[src/rtl/ifetch_if.sv]
// Instruction fetch bus bundle.
// Groups the fetch unit's memory port, consumer handshake, redirect request and fault report.
//   im_addr/im_data              : combinational instruction memory port
//   out_valid/out_ready          : fetch queue head handshake
//   out_instr/out_pc             : fetch queue head payload
//   redirect_valid/redirect_pc   : branch/jump redirect request
//   fetch_fault/fault_pc         : sticky fault flag and captured PC
// modport master is the fetch unit side, modport slave the memory/consumer side.
interface ifetch_if;
  logic [31:0] im_addr;
  logic [31:0] im_data;
  logic        out_valid;
  logic        out_ready;
  logic [31:0] out_instr;
  logic [31:0] out_pc;
  logic        redirect_valid;
  logic [31:0] redirect_pc;
  logic        fetch_fault;
  logic [31:0] fault_pc;

  modport master (
    output im_addr,
    input  im_data,
    output out_valid,
    input  out_ready,
    output out_instr,
    output out_pc,
    input  redirect_valid,
    input  redirect_pc,
    output fetch_fault,
    output fault_pc
  );

  modport slave (
    input  im_addr,
    output im_data,
    input  out_valid,
    output out_ready,
    input  out_instr,
    input  out_pc,
    output redirect_valid,
    output redirect_pc,
    input  fetch_fault,
    input  fault_pc
  );
endinterface

[src/rtl/ifetch_unit.sv]
// Instruction fetch unit with a two-entry {pc, instr} queue.
// Fetches sequentially from a combinational instruction memory, one word per cycle, and hands
// words to the consumer through a valid/ready head. Redirects flush the queue and reload the PC.
// A misaligned or out-of-window PC stops fetching and raises a sticky fault until a redirect.
// Ports:
//   clk   : clock, rising edge
//   rst_n : asynchronous active-low reset
//   bus   : ifetch_if.master (memory port, queue head, redirect, fault report)
module ifetch_unit #(
  parameter logic [31:0] RESET_PC = 32'h0000_3000,
  parameter int unsigned IM_WORDS = 1024
) (
  input logic      clk,
  input logic      rst_n,
  ifetch_if.master bus
);

  typedef enum logic [0:0] {StRun, StFault} state_e;

  // 33-bit bounds so a window ending at 2^32 still compares correctly.
  localparam logic [32:0] WinLo = {1'b0, RESET_PC};
  localparam logic [32:0] WinHi = {1'b0, RESET_PC} + 33'(IM_WORDS) * 33'd4;

  state_e      state_q, state_d;
  logic [31:0] pc_q, pc_d;
  logic [1:0]  count_q, count_d;
  logic [31:0] pc0_q, pc0_d, pc1_q, pc1_d;
  logic [31:0] ins0_q, ins0_d, ins1_q, ins1_d;
  logic [31:0] fault_pc_q, fault_pc_d;

  logic pc_ok;
  logic out_valid;
  logic pop;
  logic push;
  logic wr_slot1;

  assign pc_ok = (pc_q[1:0] == 2'b00) && ({1'b0, pc_q} >= WinLo) && ({1'b0, pc_q} < WinHi);

  assign out_valid = (count_q != 2'd0) && !bus.redirect_valid;
  assign pop       = out_valid && bus.out_ready;
  assign push      = (state_q == StRun) && !bus.redirect_valid && pc_ok &&
                     ((count_q != 2'd2) || pop);

  // Slot the new entry lands in once the head (if popped) has shifted out.
  assign wr_slot1 = (count_q == 2'd2) || ((count_q == 2'd1) && !pop);

  always_comb begin
    state_d    = state_q;
    pc_d       = pc_q;
    count_d    = count_q;
    pc0_d      = pc0_q;
    pc1_d      = pc1_q;
    ins0_d     = ins0_q;
    ins1_d     = ins1_q;
    fault_pc_d = fault_pc_q;

    if (bus.redirect_valid) begin
      // Redirect wins over everything; fault_pc deliberately keeps its last value.
      state_d = StRun;
      pc_d    = bus.redirect_pc;
      count_d = 2'd0;
      pc0_d   = '0;
      pc1_d   = '0;
      ins0_d  = '0;
      ins1_d  = '0;
    end else begin
      if ((state_q == StRun) && !pc_ok) begin
        state_d    = StFault;
        fault_pc_d = pc_q;
      end

      if (pop) begin
        pc0_d  = pc1_q;
        ins0_d = ins1_q;
        pc1_d  = '0;
        ins1_d = '0;
      end

      if (push) begin
        pc_d = pc_q + 32'd4;
        if (wr_slot1) begin
          pc1_d  = pc_q;
          ins1_d = bus.im_data;
        end else begin
          pc0_d  = pc_q;
          ins0_d = bus.im_data;
        end
      end

      unique case ({push, pop})
        2'b10:   count_d = count_q + 2'd1;
        2'b01:   count_d = count_q - 2'd1;
        default: count_d = count_q;
      endcase
    end
  end

  always_ff @(posedge clk or negedge rst_n) begin
    if (!rst_n) begin
      state_q    <= StRun;
      pc_q       <= RESET_PC;
      count_q    <= 2'd0;
      pc0_q      <= '0;
      pc1_q      <= '0;
      ins0_q     <= '0;
      ins1_q     <= '0;
      fault_pc_q <= '0;
    end else begin
      state_q    <= state_d;
      pc_q       <= pc_d;
      count_q    <= count_d;
      pc0_q      <= pc0_d;
      pc1_q      <= pc1_d;
      ins0_q     <= ins0_d;
      ins1_q     <= ins1_d;
      fault_pc_q <= fault_pc_d;
    end
  end

  assign bus.im_addr     = pc_q;
  assign bus.out_valid   = out_valid;
  assign bus.out_pc      = (count_q != 2'd0) ? pc0_q : 32'd0;
  assign bus.out_instr   = (count_q != 2'd0) ? ins0_q : 32'd0;
  assign bus.fetch_fault = (state_q == StFault);
  assign bus.fault_pc    = fault_pc_q;

endmodule
[src/flat_wrapper.sv]
// flat-port wrapper written by rule: the top's interface ports become plain ports
module ifetch_unit_flat 
#(
  parameter logic [31:0] RESET_PC = 32'h0000_3000,
  parameter int unsigned IM_WORDS = 1024
)
  (clk, rst_n, bus_im_addr, bus_im_data, bus_out_valid, bus_out_ready, bus_out_instr, bus_out_pc, bus_redirect_valid, bus_redirect_pc, bus_fetch_fault, bus_fault_pc);
  ifetch_if bus_i ();
  input logic clk;
  input logic rst_n;
  output wire logic [$bits(bus_i.im_addr)-1:0] bus_im_addr;
  input wire logic [$bits(bus_i.im_data)-1:0] bus_im_data;
  output wire logic [$bits(bus_i.out_valid)-1:0] bus_out_valid;
  input wire logic [$bits(bus_i.out_ready)-1:0] bus_out_ready;
  output wire logic [$bits(bus_i.out_instr)-1:0] bus_out_instr;
  output wire logic [$bits(bus_i.out_pc)-1:0] bus_out_pc;
  input wire logic [$bits(bus_i.redirect_valid)-1:0] bus_redirect_valid;
  input wire logic [$bits(bus_i.redirect_pc)-1:0] bus_redirect_pc;
  output wire logic [$bits(bus_i.fetch_fault)-1:0] bus_fetch_fault;
  output wire logic [$bits(bus_i.fault_pc)-1:0] bus_fault_pc;
  assign bus_im_addr = bus_i.im_addr;
  assign bus_i.im_data = bus_im_data;
  assign bus_out_valid = bus_i.out_valid;
  assign bus_i.out_ready = bus_out_ready;
  assign bus_out_instr = bus_i.out_instr;
  assign bus_out_pc = bus_i.out_pc;
  assign bus_i.redirect_valid = bus_redirect_valid;
  assign bus_i.redirect_pc = bus_redirect_pc;
  assign bus_fetch_fault = bus_i.fetch_fault;
  assign bus_fault_pc = bus_i.fault_pc;
  ifetch_unit #(.RESET_PC(RESET_PC), .IM_WORDS(IM_WORDS)) u_core (.clk(clk), .rst_n(rst_n), .bus(bus_i));
endmodule
[config.mk]
export PLATFORM = sky130hd
export DESIGN_NAME = ifetch_unit_flat
export DESIGN_NICKNAME = d
export VERILOG_FILES = /design/src/rtl/ifetch_if.sv /design/src/rtl/ifetch_unit.sv /design/src/flat_wrapper.sv
export SDC_FILE = /design/constraint.sdc
export NUM_CORES = 1
export LEC_CHECK = 0
export BUFFER_PORTS_ARGS = -buffer_cell sky130_fd_sc_hd__clkbuf_2
export CAP_MARGIN = 25
export CORE_MARGIN = 4
export CORE_UTILIZATION = 55
export DETAILED_ROUTE_END_ITERATION = 10
export GPL_TIMING_DRIVEN = 0
export PLACE_DENSITY = 0.81
export SKIP_LAST_GASP = 1
export SLEW_MARGIN = 25
export SYNTH_ARGS = -nofsm -noshare
export SYNTH_HDL_FRONTEND = slang
export SYNTH_SLANG_ARGS = --single-unit
[constraint.sdc]
create_clock -name clk -period 2.7 [get_ports clk]
set_input_delay 0.405 -clock clk [delete_from_list [all_inputs] [get_ports clk]]
set_output_delay 0.405 -clock clk [all_outputs]
set_load 0.005 [all_outputs]
==> results.sh <==
export IMPL_start_util=0.561
export IMPL_cts_reportedPaths_clkPinSlew_ns=0.07
export IMPL_maxCapViolCount=0
export IMPL_synth_cell_types=50
export IMPL_vias_per_cell=5.42
export IMPL_yosysSeqAreaShare=0.546
export IMPL_critPathBufInv=4
export IMPL_core_um2=15900
export IMPL_cts_path_max_buffers=2
export IMPL_cp_endpoint="bus_out_pc[3]"
export IMPL_finalCritPeriodShare=0.944
export IMPL_netlist_area_um2=8950
export IMPL_rr_endpoint="u_core.ins1_q[4]"
export IMPL_yosys_area_share_adder=0.00699
export IMPL_syn_inst=970
export IMPL_async_flop_share=1.00
export IMPL_ant_nets=0
export IMPL_synth_ff_type="dfrtp_1"
export IMPL_ios=198
export IMPL_synthTopCellsByArea="dfrtp_1, nand2_1, a21oi_1, mux2_2, nor2b_1"
export IMPL_setup_viol=0
export IMPL_wirelength_um=23700
export IMPL_die_y_um=136
export IMPL_hp_class="input port to register"
export IMPL_leakagePower_nw=5.05
export IMPL_die_w_um=136
export IMPL_die_area_um2=18400
export IMPL_max_stage_delay_ns=0.44
export IMPL_slew_headroom=0.597
export IMPL_cp_slowest_cell="dfrtp_1"
export IMPL_ctsHtreeMaxLevel=4
export IMPL_synthesis_nets=1043
export IMPL_mostFrequentLayoutCell="nand2_1"
export IMPL_synth_edf_count=0
export IMPL_grt_pass1_wl_um=38600
export IMPL_path_delay_family="buffers and inverters"
export IMPL_grt_max_degree=83
export IMPL_worstPathCellList="inv_1, ha_1, clkbuf_2, clkbuf_2, nor2b_1, clkbuf_2"
export IMPL_dr_total_vias=7686
export IMPL_status="completed"
export IMPL_hold_ws_ns=0.171
export IMPL_slew_violations=0
export IMPL_synth_top_cell_area_share=0.540
export IMPL_min_period_ns=2.55
export IMPL_yosysWarnings=0
export IMPL_areaGrowthSynthToFinish_pct=22.7
export IMPL_crit_arrival_ns=2.14
export IMPL_first_global_vias=7658
export IMPL_synth_top_family_by_area="simple AND/OR/NAND/NOR gates"
export IMPL_drive_gt1_frac=0.265
export IMPL_cts_root_buffer="clkbuf_16"
export IMPL_drc=0
export IMPL_ff2ff_setup_slack_ns=0.17
export IMPL_tightestPinTransition_ns=0.605
export IMPL_rows=46
export IMPL_finalHoldViolCount=0
export IMPL_grt_usage=0.265
export IMPL_synth_xor_area_frac=0.00587
export IMPL_ir_drop_mv=0.462
export IMPL_cp_common_cell="clkbuf_2"
export IMPL_fill_cells=1300
export IMPL_grt_overflow=0
export IMPL_crit_fanout=10
export IMPL_r2r_cells=10
export IMPL_portBuffers=196
export IMPL_clock_sinks=195
export IMPL_startpoint_type="register"
export IMPL_ys_ff_latch=195
export IMPL_p_per_area_nw_per_um2=596
export IMPL_cts_tree="done"
export IMPL_final_nets=1263
export IMPL_fin_worst_skew_ns=0.00779
export IMPL_reg2reg_from="u_core.count_q[0]"
export IMPL_cts_made_buffers=17
export IMPL_drtIter0Drc=638
export IMPL_dp_hpwl_um=16500
export IMPL_fmaxAchievable_mhz=393
export IMPL_layout_common_cells="nand2_1, clkbuf_2, dfrtp_1, a21oi_1, nor2b_1"
export IMPL_crit_start="u_core.count_q[0]"
export IMPL_synth_top_area_cell="dfrtp_1"
export IMPL_wire_per_inst_um=16.7
export IMPL_crit_path_end_kind="primary output"
export IMPL_diodes=0
export IMPL_path_depth=6
export IMPL_crit_required_ns=2.30
export IMPL_muxShareOfSynthArea=0.0639
export IMPL_drt_pass1_iterations=5
export IMPL_synth_simple_area_share=0.260
export IMPL_avgSynthCellArea_um2=9.23
export IMPL_gp_routability_congestion=0.812
export IMPL_antenna_found_initial=0
export IMPL_synth_compound_area_frac=0.0828
export IMPL_crit_type="register to primary output"
export IMPL_post_route_util=0.689
export IMPL_worstSkewPairLatency_ns=0.43
kinds of logic (layout without fill, tap and decap cells):
| family | count (synthesis) | after routing |
|---|---|---|
| AOI/OAI and AO/OA | 137 | 137 |
| xor gates and xnor gates | 6 | 6 |
| muxes | 51 | 51 |
| and+or+nand+nor | 499 | 499 |
| buffers and inverters | 77 | 310 |
| adders and majority gates | 5 | 5 |
| DFF | 195 | 195 |
metrics by stage:
stage | worst slack (ns) | TNS, ns | power [mW] | instances | cell area, um^2
2_1_floorplan | 0.553 | 0 | 3.43 | 970 | 8950
3_3_place_gp | -2.47 | -476.58 | 3.75 | 1382 | 10200
3_5_place_dp | -0.116 | -0.960 | 3.78 | 1384 | 10300
4_1_cts | 0.00558 | 0 | 6.57 | 1417 | 10900
5_1_grt | -0.00874 | -0.00874 | 6.78 | 1419 | 11000
6_report | 0.152 | 0 | 6.55 | 1419 | 11000
final cells by class:
type                            instances  area (um^2)  area share
Buffer                                 71          317      0.0288
Clock inverter                         15          230      0.0210
Timing Repair Buffer                  201         1070      0.0974
Sequential cell                       195         4880       0.444
Inverter                                6         22.5     0.00205
Clock buffer                           17          425      0.0387
Multi-Input combinational cell        698         3770       0.343
Tap cell                              216          270      0.0246
synthesized netlist by cell type (2+ instances only):
cell type / count
nor3_2: 2
ha_1: 5
buf_2: 13
nor2_1: 10
a22o_1: 2
a21oi_1: 107
and4_1: 3
a31oi_1: 6
and3_1: 4
o21ai_0: 9
mux2_1: 2
clkbuf_1: 45
nor4b_1: 2
nor2b_1: 67
o21ai_1: 3
dfstp_2: 2
dfrtp_1: 193
nand4b_1: 2
o31ai_1: 2
mux2i_1: 2
and2_1: 22
buf_1: 10
nor4_1: 9
buf_4: 3
inv_1: 6
nand2_1: 312
mux2_2: 47
xnor2_1: 5
or3_1: 2
nand3_1: 46
nand4_1: 8
per-layer routing:
metal | wire (um) | share of wire | track usage | vias up
li1 | - | - | - | 3649
met1 | 9790 | 0.41 | 0.349 | 3690
met2 | 11600 | 0.49 | 0.432 | 310
met3 | 1820 | 0.077 | 0.0661 | 37
met4 | 422 | 0.018 | 0.0873 | 0
met5 | 0 | 0 | 0 | -
registers in the layout, summed over array words and instances (netlist names):
register                flops
u_core.bus.im_addr         32
u_core.bus.fault_pc        32
u_core.bus.fetch_fault      1
u_core.pc1_q               32
u_core.ins1_q              32
u_core.ins0_q              32
u_core.count_q              2
u_core.pc0_q               32
how the worst min path moves through the flow:
stage / start / to / slack (ns) / cells past startpoint
detailed placement: rst_n / u_core.bus.fault_pc[19] / 0.33 / 1
global placement: u_core.bus.fault_pc[3] / u_core.bus.fault_pc[3] / 0.47 / 2
floorplan: rst_n / u_core.bus.fault_pc[0] / 0.11 / 0
global route: bus_redirect_pc[4] / u_core.bus.im_addr[4] / 0.18 / 3
CTS: bus_redirect_pc[4] / u_core.bus.im_addr[4] / 0.16 / 3
finish: bus_redirect_pc[4] / u_core.bus.im_addr[4] / 0.17 / 3
where the power goes:
group / internal [mW] / total [mW] / switching (mW)
sequential: 3.06 / 3.19 / 0.132
combinational: 0.264 / 0.541 / 0.277
clock: 1.66 / 2.82 / 1.16
repair_timing:
action	4_1_cts	5_1_grt
endpoints found under the hold margin	31	0
gates cloned	0	0
setup buffers	0	2
hold buffers	1	0
pin swaps	0	2
resized for setup	3	25
setup endpoints to repair	77	144
worst reg2reg max path, delay by kind of cell (launching register included):
family	cells	cell delay [ns]
buffers and inverters	4	0.83
and+or+nand+nor	3	0.60
DFF	1	0.44
adders and majority gates	1	0.26
muxes	1	0.17
AOI/OAI and AO/OA	1	0.16
(Power assumes the default switching activity.)
